File: config.mk
export PLATFORM = sky130hd
export DESIGN_NAME = rib_arbiter
export DESIGN_NICKNAME = d
export VERILOG_FILES = /design/src/rtl/rib_arbiter_pkg.sv /design/src/rtl/rib_arb_pick.sv /design/src/rtl/rib_arbiter.sv
export SDC_FILE = /design/constraint.sdc
export NUM_CORES = 1
export LEC_CHECK = 0
export ABC_AREA = 0
export CAP_MARGIN = 20
export CORE_ASPECT_RATIO = 0.6
export CORE_MARGIN = 2
export CORE_UTILIZATION = 45
export CTS_BUF_LIST = sky130_fd_sc_hd__clkbuf_16
export DETAILED_ROUTE_END_ITERATION = 10
export GPL_ROUTABILITY_DRIVEN = 0
export HOLD_SLACK_MARGIN = 0.03
export PLACE_DENSITY = 0.79
export SYNTH_ARGS = -nofsm -noshare
export SYNTH_HDL_FRONTEND = slang
export SYNTH_SLANG_ARGS = --single-unit
File: constraint.sdc
create_clock -name clk -period 4.08 [get_ports clk]
set_clock_uncertainty 0.05 [all_clocks]
set_input_delay 0.816 -clock clk [delete_from_list [all_inputs] [get_ports clk]]
set_output_delay 0.816 -clock clk [all_outputs]
set_load 0.02 [all_outputs]
File: src/rtl/rib_arbiter_pkg.sv
// ----------------------------------------------------------------------------
// rib_arbiter_pkg
//   Shared definitions for the RIB bus arbiter.
//   - RIB_M0..RIB_M3 : master indices (m0 core ex/mem, m1 core fetch,
//                      m2 jtag, m3 uart_debug)
//   - ARB_MODE_*     : encodings of the mode_i select
//   - arb_state_e    : arbiter FSM state encoding
//   - rr_next        : round-robin pointer successor (wraps 3 -> 0)
// ----------------------------------------------------------------------------
package rib_arbiter_pkg;

  localparam logic [1:0] RIB_M0 = 2'd0;
  localparam logic [1:0] RIB_M1 = 2'd1;
  localparam logic [1:0] RIB_M2 = 2'd2;
  localparam logic [1:0] RIB_M3 = 2'd3;

  localparam logic ARB_MODE_FIXED = 1'b0;
  localparam logic ARB_MODE_RR    = 1'b1;

  typedef enum logic {
    ST_IDLE = 1'b0,
    ST_OWN  = 1'b1
  } arb_state_e;

  // Round-robin search restarts just above the master that was last granted.
  function automatic logic [1:0] rr_next(input logic [1:0] idx);
    return idx + 2'd1;
  endfunction

endpackage

File: src/rtl/rib_arb_pick.sv
// ----------------------------------------------------------------------------
// rib_arb_pick
//   Combinational winner select for the RIB arbiter.
//   Ports:
//     req_i     [3:0] per-master request mask
//     mode_i          ARB_MODE_FIXED (m3>m2>m0>m1) or ARB_MODE_RR
//     rr_ptr_i  [1:0] round-robin search start index
//     excl_i    [3:0] masters removed from this decision
//     onehot_o  [3:0] one-hot winner, zero when no candidate
//     idx_o     [1:0] encoded winner, zero when no candidate
//     any_o           at least one candidate present
// ----------------------------------------------------------------------------
module rib_arb_pick
  import rib_arbiter_pkg::*;
(
  input  logic [3:0] req_i,
  input  logic       mode_i,
  input  logic [1:0] rr_ptr_i,
  input  logic [3:0] excl_i,
  output logic [3:0] onehot_o,
  output logic [1:0] idx_o,
  output logic       any_o
);

  logic [3:0] cand;
  logic [7:0] cand_dbl;
  logic [3:0] cand_rot;
  logic [1:0] rr_off;

  always_comb begin
    cand     = req_i & ~excl_i;
    any_o    = |cand;
    // Rotate so bit 0 is the master at rr_ptr; the lowest set bit of the
    // rotated vector is then the first requester found searching upward.
    cand_dbl = {cand, cand};
    cand_rot = cand_dbl[rr_ptr_i +: 4];
    casez (cand_rot)
      4'b???1: rr_off = 2'd0;
      4'b??10: rr_off = 2'd1;
      4'b?100: rr_off = 2'd2;
      4'b1000: rr_off = 2'd3;
      default: rr_off = 2'd0;
    endcase

    idx_o = 2'd0;
    case (mode_i)
      ARB_MODE_FIXED: begin
        if (cand[RIB_M3])      idx_o = RIB_M3;
        else if (cand[RIB_M2]) idx_o = RIB_M2;
        else if (cand[RIB_M0]) idx_o = RIB_M0;
        else if (cand[RIB_M1]) idx_o = RIB_M1;
        else                   idx_o = 2'd0;
      end
      ARB_MODE_RR: begin
        idx_o = rr_ptr_i + rr_off;
      end
    endcase

    onehot_o = any_o ? (4'b0001 << idx_o) : 4'b0000;
  end

endmodule

File: src/rtl/rib_arbiter.sv
// ----------------------------------------------------------------------------
// rib_arbiter
//   Registered 4-master arbiter for the RIB bus with fixed-priority and
//   round-robin modes, burst lock with bounded tenure and core hold.
//   Ports:
//     clk          system clock
//     rst          asynchronous reset, active-high
//     mode_i       0 = fixed priority m3>m2>m0>m1, 1 = round-robin
//     req_i  [3:0] per-master level request
//     lock_i [3:0] per-master burst lock (qualified by req_i)
//     gnt_o  [3:0] one-hot registered grant, zero when idle
//     gnt_id_o [1:0] encoded grant index (mux select), zero when idle
//     gnt_valid_o  any grant active
//     hold_o       core stall while jtag/uart owns the bus and a core requests
//     preempt_o    one-cycle pulse when a locked grant is revoked by tenure expiry
// ----------------------------------------------------------------------------
module rib_arbiter
  import rib_arbiter_pkg::*;
#(
  parameter int unsigned NUM_M    = 4,
  parameter int unsigned MAX_HOLD = 8
) (
  input  logic             clk,
  input  logic             rst,
  input  logic             mode_i,
  input  logic [NUM_M-1:0] req_i,
  input  logic [NUM_M-1:0] lock_i,
  output logic [NUM_M-1:0] gnt_o,
  output logic [1:0]       gnt_id_o,
  output logic             gnt_valid_o,
  output logic             hold_o,
  output logic             preempt_o
);

  localparam logic [7:0] MAX_HOLD_C = 8'(MAX_HOLD);

  arb_state_e       state_q, state_d;
  logic [NUM_M-1:0] gnt_q, gnt_d;
  logic [1:0]       gnt_id_q, gnt_id_d;
  logic [7:0]       hold_cnt_q, hold_cnt_d;
  logic [1:0]       rr_ptr_q, rr_ptr_d;
  logic             preempt_q, preempt_d;

  logic [3:0]       pick_excl;
  logic [3:0]       pick_onehot;
  logic [1:0]       pick_idx;
  logic             pick_any;

  logic             owner_req;
  logic             owner_lock;
  logic             others_req;
  logic             take_new;

  rib_arb_pick u_pick (
    .req_i    (req_i),
    .mode_i   (mode_i),
    .rr_ptr_i (rr_ptr_q),
    .excl_i   (pick_excl),
    .onehot_o (pick_onehot),
    .idx_o    (pick_idx),
    .any_o    (pick_any)
  );

  always_comb begin
    state_d    = state_q;
    gnt_d      = gnt_q;
    gnt_id_d   = gnt_id_q;
    hold_cnt_d = hold_cnt_q;
    rr_ptr_d   = rr_ptr_q;
    preempt_d  = 1'b0;
    pick_excl  = 4'b0000;
    take_new   = 1'b0;

    owner_req  = |(req_i & gnt_q);
    owner_lock = |(lock_i & gnt_q);
    others_req = |(req_i & ~gnt_q);

    case (state_q)
      ST_IDLE: begin
        take_new = pick_any;
      end
      ST_OWN: begin
        if (!owner_req) begin
          // Owner released: hand over on the same edge if anyone else waits.
          pick_excl = gnt_q;
          if (pick_any) begin
            take_new = 1'b1;
          end else begin
            state_d    = ST_IDLE;
            gnt_d      = '0;
            gnt_id_d   = 2'd0;
            hold_cnt_d = 8'd0;
          end
        end else if (!owner_lock) begin
          // Unlocked owner competes with everyone; the pick always succeeds.
          take_new = 1'b1;
        end else if ((hold_cnt_q == MAX_HOLD_C) && others_req) begin
          // Tenure exhausted with competition: revoke and pass the bus on.
          pick_excl = gnt_q;
          take_new  = 1'b1;
          preempt_d = 1'b1;
        end else if (hold_cnt_q != MAX_HOLD_C) begin
          hold_cnt_d = hold_cnt_q + 8'd1;
        end
      end
      default: begin
        state_d = ST_IDLE;
      end
    endcase

    // Every arbitration decision counts as a fresh grant, including an
    // unlocked owner winning again, so tenure only accumulates under lock.
    if (take_new) begin
      state_d    = ST_OWN;
      gnt_d      = pick_onehot;
      gnt_id_d   = pick_idx;
      hold_cnt_d = 8'd1;
      rr_ptr_d   = rr_next(pick_idx);
    end
  end

  always_ff @(posedge clk or posedge rst) begin
    if (rst) begin
      state_q    <= ST_IDLE;
      gnt_q      <= '0;
      gnt_id_q   <= 2'd0;
      hold_cnt_q <= 8'd0;
      rr_ptr_q   <= 2'd0;
      preempt_q  <= 1'b0;
    end else begin
      state_q    <= state_d;
      gnt_q      <= gnt_d;
      gnt_id_q   <= gnt_id_d;
      hold_cnt_q <= hold_cnt_d;
      rr_ptr_q   <= rr_ptr_d;
      preempt_q  <= preempt_d;
    end
  end

  assign gnt_o       = gnt_q;
  assign gnt_id_o    = gnt_id_q;
  assign gnt_valid_o = |gnt_q;
  assign preempt_o   = preempt_q;
  // Debug masters (id 2/3) own the bus while a core master is asking.
  assign hold_o      = gnt_valid_o && gnt_id_q[1] && (req_i[RIB_M0] | req_i[RIB_M1]);

endmodule
-- Yosys cells after proc, flatten, opt, wreduce, memory -nomap -nowiden
Index checks and enable logic that the tools add are counted.
- flip-flop bits (word level): 18
- input port bits: 11
- output and inout bits: 9
- logic and storage cells: 79
- add/subtract/negate cells: 3
- equality and inequality tests: 11
- shifts and indexed selects: 2
- multiplexer cells: 37
- bitwise gates (word level): 9
- reductions and logical operators: 11
- operator list (operator ; number):
    $mux 8 ; 7
    $mux 4 ; 9
    $reduce_or 4->1 ; 5
    $and 4x4->4 ; 4
    $mux 2 ; 7
    $mux 1 ; 11
    $ne 3x1->1 const B ; 3
    $add 8x1->8 const B ; 1
    $eq 8x4->1 const B ; 1
    $ne 8x4->1 const B ; 1
    $not 4->4 ; 2
    $shiftx 8x3->4 ; 1
    $pmux 2 s3 ; 1
    $reduce_and 5->1 ; 1
    $eq 4x4->1 const B ; 1
    $ne 2x1->1 const B ; 2
    $pmux 2 s2 ; 1
    $shl 1x2->4 const A ; 1
    $eq 3x3->1 const B ; 1
    $logic_and 1x1->1 ; 3
    $ne 3x3->1 const B ; 1
    $reduce_and 3->1 ; 1
    $add 2x1->2 const B ; 1
    $add 2x2->2 ; 1
    other kinds (5) ; 6

-- Depth between registers and ports, before layout
- word-level depth: 18
- gate-level depth with buffers: 16
- gate-level depth less buffers: 16

-- By module
From an unflattened synthesis, not the netlist that was laid out.
- cell total of the unflattened synthesis: 148
- area, all modules: 1355.0 um^2
- modules (own cells, without submodules) (module ; times used ; cells each ; area an instance (um^2) ; seq. area each (um^2)):
    rib_arbiter ; 1 ; 103 ; 1009.7 ; 450.4
    rib_arb_pick ; 1 ; 45 ; 345.3 ; 0.0

-- Worst setup path before layout
No wires, ideal clock.
- path type: input port to flip-flop
- from: input port req_i[3]
- to: register rr_ptr_q[1]
- library setup time: 0.125 ns
- arrival time: 3.543 ns
- required time: 3.905 ns
- slack: 0.362 ns
- cell stages on the path: 14
- path buffers: 1
- cells stage by stage: inv_1 > o2111a_1 > buf_6 > o41ai_2 > nor3_1 > a31oi_1 > o2111ai_1 > ha_1 > xnor2_1 > nand2_1 > or3_1 > and3_1 > ha_1 > mux2_2
- word-level cells in the longest chain between the ends: 15
- elaborated cells on any way between the ends: 29
- classes of those cells: add/sub: 2; eq/ne: 3; shift: 1; mux: 15; bitwise: 4; reduce/logical: 4
- ends and longest elaborated chain (element ; line ; text):
    from (decl) ; rib_arbiter.sv:26 ; input logic [NUM_M-1:0] req_i,
    $and 4x4->4 ; rib_arbiter.sv:76 ; others_req = |(req_i & ~gnt_q);
    $reduce_or 4->1 ; rib_arbiter.sv:76 ;
    $logic_and 1x1->1 ; rib_arbiter.sv:97 ; end else if ((hold_cnt_q == MAX_HOLD_C) && others_req) begin
    $mux 4 ; rib_arbiter.sv:97 ;
    $mux 4 ; rib_arbiter.sv:94 ; end else if (!owner_lock) begin
    $mux 4 ; rib_arbiter.sv:83 ; if (!owner_req) begin
    $mux 4 ; rib_arbiter.sv:78 ; case (state_q)
    $not 4->4 ; rib_arb_pick.sv:31 ; cand = req_i & ~excl_i;
    $and 4x4->4 ; rib_arb_pick.sv:31 ;
    $shiftx 8x3->4 / $mux 1 (equally long branches) ; rib_arb_pick.sv:36, rib_arb_pick.sv:51 ;
    $eq 4x4->1, or another cell as far along ; rib_arb_pick.sv:37 ; casez (cand_rot)
    $pmux 2 s3 / $mux 2 (equally long branches) ; rib_arb_pick.sv:37, rib_arb_pick.sv:49 ;
    $add 2x2->2 / $mux 2 (equally long branches) ; rib_arb_pick.sv:55, rib_arb_pick.sv:48 ;
    $pmux 2 s2 ; rib_arb_pick.sv:46 ; case (mode_i)
    $add 2x1->2 ; rib_arbiter_pkg.sv:27 ; return idx + 2'd1;
    to (signal assigned) ; rib_arbiter.sv:135 ; rr_ptr_q <= rr_ptr_d;
    to (decl) ; rib_arbiter.sv:41 ; logic [1:0] rr_ptr_q, rr_ptr_d;
Several ways; a longest one is shown, not always the timed one.
A chain may end at the register's enable or synchronous reset.

-- Worst setup path after layout
- from: input port req_i[0]
- to: register rr_ptr_q[1]
Same word-level chain as after synthesis.

==> flow_metrics.py <==
metrics = {
    "outcome": {
        "status": "completed",
    },
    "cells_and_area": {
        "stdcell_area_mm2": 0.002019,
        "nets": 209,
        "layout_commonest_cell": "buf_4",
        "drive_above_1_share_pct": 31.58,
        "final_cells": 232,
        "n_fill_cell": 234,
        "final_cell_mix": "26 x buf_4, 18 x dfrtp_1, 17 x clkdlybuf4s50_1",
        "n_antenna_cell": 0,
        "area_growth_pct": 39.62,
    },
    "synth": {
        "synth_warnings": 0,
        "synthesis.instances": 144,
        "synth-edff-count": 0,
        "synth_top_area_cell": "dfrtp_1",
        "seq_area_frac_synth_pct": 31.14,
        "ys_types": 45,
        "synth_top_area_share_pct": 31.14,
        "ys_seq_elements": 18,
        "synthArstFlopShare_pct": 100.0,
        "synth.area.top_cells": "dfrtp_1 31%, o2111ai_1 6.7%, ha_1 6.1%, xor2_1 4.2%, o41ai_4 3.8%",
        "syn_nets": 162,
        "syn_avg_cell_area_um2": 10.04,
        "synth_ff_type": "dfrtp_1",
        "netlist_area_mm2": 0.001446,
    },
    "setup_path": {
        "cpMostUsedCell": "o2111ai_2",
        "crit_end": "rr_ptr_q[1]",
        "crit_fanout": 7,
        "r2r_slack_ps": 290,
        "slowest_stage": "clkdlybuf4s50_1",
        "worstSetupStartpoint": "req_i[0]",
        "setup.worst_path.class": "primary input to flip-flop",
        "arrival_ps": 4050,
        "crit_required_ps": 4160,
        "rr_worst_depth": 14,
        "cpPeakStageDelay_ps": 480,
        "start_kind": "primary input",
        "crit_path_end_kind": "flip-flop",
        "worstPathCellList": "clkdlybuf4s50_1, nand2b_1, o2111a_2, buf_6, o41a_4, o2111ai_2, o2111ai_2, ha_2, xnor2_2, nand2_1, or3_4, and3_4, ha_4, mux2_2",
        "r2r-start": "hold_cnt_q[0]",
        "r2r_end": "rr_ptr_q[1]",
    },
    "power_and_ir_drop": {
        "switchingPower_uw": 499.7,
        "p_leak_uw": 0.0008886,
        "p_per_area_mw_per_mm2": 583.2,
        "p_seq_share_pct": 25.4,
        "swShare_pct": 42.43,
        "intPower_uw": 678.1,
        "p_comb_share_pct": 58.1,
        "clockPowerShare_pct": 16.5,
        "peakVddDrop_v": 0.0003162,
    },
    "die": {
        "die_width_um": 77.19,
        "placeableCoreArea_mm2": 0.002965,
        "rows": 15,
        "die-height_um": 47.92,
        "die-area_mm2": 0.003699,
        "io_pins": 20,
        "initial_core_util_pct": 48.78,
    },
    "clock_tree": {
        "cts_tree": "done",
        "path_clk_slew_ps": 50,
        "cts-root-buf": "clkbuf_16",
        "clock_path_buffers": 2,
        "postCtsHoldBufs": 0,
        "cts_buffers": 3,
        "cts_num_sinks": 18,
        "clock_latency_ps": 250,
        "cts.htree.levels": 1,
    },
    "placed_design": {
        "dp_worst_setup_slack_ps": -352.6,
        "placed_area_mm2": 0.001770,
        "dp.cells": 218,
        "hpwlAfterDp_mm": 2.896,
        "io_buffer_count": 19,
    },
    "global_route": {
        "top_usage_layer": "met2",
        "grt_usage_pct": 22.91,
        "grt_overflow_total": 0,
        "use_met1_pct": 31.84,
        "grtUsageMet3_pct": 5.283,
        "met2_usage_pct": 37.39,
        "grt_pass1_wl_mm": 6.492,
        "grt_max_degree": 19,
        "antenna_found_initial": 0,
        "grt_pass1_vias": 1289,
    },
    "drt": {
        "drcViolationCount": 0,
        "vias": 1433,
        "wire_per_inst_um": 18.25,
        "ant_nets": 0,
        "drt_iter0_drc": 165,
        "firstDrtPassIters": 4,
        "via_per_inst": 6.177,
        "wl_mm": 4.234,
    },
    "timing": {
        "fin_crit_sh_pct": 97.18,
        "hold_viol": 0,
        "worstMarginPinSlew_ps": 977.7,
        "maxSlewViolCount": 0,
        "report.final.setup_viol": 0,
        "fin_tns_setup_ps": 0,
        "rsz0062_at_grt": "false",
        "max_freq_mhz": 252.2,
        "relSlewSlack_pct": 34.43,
        "fin_crit_ps": 3965,
        "setup_slack_ps": 115.2,
    },
    "job": {
        "drv_cap": 0,
    },
    "hold_path": {
        "min_path_type": "flip-flop to flip-flop",
    },
}
through the flow:
stage / utilization [%] / power (µW) / hold WS (ps)
2_1_floorplan: - / 654.5 / 439.2
5_1_grt: 68.10 / 1242 / 470.8
4_1_cts: 64.01 / 1091 / 449.4
6_report: 68.10 / 1178 / 441.4
3_5_place_dp: 59.70 / 860.6 / 425.1
3_3_place_gp: 59.70 / 835.2 / 420.9
power by group through the flow:
| stage | Clock [µW] | Sequential, µW | Combinational [µW] |
|---|---|---|---|
| after floorplan | 0 | 296 | 359 |
| after global placement | 0 | 290 | 545 |
| after detailed placement | 0 | 295 | 566 |
| after CTS | 196 | 294 | 600 |
| after global routing | 207 | 306 | 729 |
| final | 194 | 300 | 684 |
synthesized netlist by cell type (all sizes together), types with 2 or more instances:
| master | number |
|---|---|
| nand4 | 2 |
| a22o | 3 |
| ha | 7 |
| o41a | 4 |
| clkbuf | 2 |
| inv | 10 |
| xor2 | 7 |
| o21ai | 10 |
| o2111ai | 11 |
| mux2 | 2 |
| nand3 | 4 |
| nor3 | 4 |
| nand2 | 10 |
| dfrtp | 18 |
| nand2b | 4 |
| or3 | 3 |
| and3 | 3 |
| o41ai | 4 |
| nor2 | 10 |
| a21oi | 6 |
| buf | 3 |
| a211oi | 2 |
| o211ai | 3 |
flip-flops by register name, summed over array words and instances, names as in the netlist:
name and count:
state_q 1, gnt_o 4, preempt_o 1, rr_ptr_q 2
gnt_id_o 2, hold_cnt_q 8
final cells by class:
type                    count  area, µm²  share of cell area (%)
repair buffers             47      412.9                   20.45
clock inverters             1      3.754                  0.1859
flip-flops and latches     18      450.4                   22.30
well taps                  42      52.55                   2.602
multi-input cells         111      987.2                   48.88
inverters                  10      37.54                   1.859
clock buffers               3      75.07                   3.717
cell families (layout without fill, tap and decap cells):
family	after synthesis	in the layout	synth area share, %
mux	2	2	1.557
buf+inv	15	61	6.315
fa+ha+maj	7	7	6.055
simple gates	44	44	17.56
xor+xnor	8	8	4.844
flops	18	18	31.14
compound gates	50	50	32.53
worst min path at each step:
| stage | from | end | slack, ps | cells past startpoint |
|---|---|---|---|---|
| 2_1_floorplan | hold_cnt_q[1] | hold_cnt_q[1] | 440 | 2 |
| 3_3_place_gp | gnt_id_o[0] | gnt_id_o[0] | 420 | 2 |
| 3_5_place_dp | gnt_id_o[0] | gnt_id_o[0] | 430 | 2 |
| 4_1_cts | gnt_id_o[0] | gnt_id_o[0] | 450 | 2 |
| 5_1_grt | gnt_id_o[0] | gnt_id_o[0] | 470 | 2 |
| 6_report | gnt_id_o[0] | gnt_id_o[0] | 440 | 2 |
layer usage:
layer,share of wire [%],vias up
li1,-,653
met1,45,683
met2,46,86
met3,7.6,11
met4,1.7,0
met5,0,-
critical path, delay by kind of cell:
family | cells | cell delay [ps]
compound gates | 4 | 1030
simple gates | 4 | 670
buf+inv | 2 | 630
fa+ha+maj | 2 | 450
mux | 1 | 250
xor+xnor | 1 | 180
repair_timing:
item                                   CTS  global route
pin swaps                                4             9
resized for setup                        4            13
endpoints found under the hold margin    0             0
setup endpoints to repair                2             2
setup buffers                            5             5
Power figures use the tool's default switching activity.
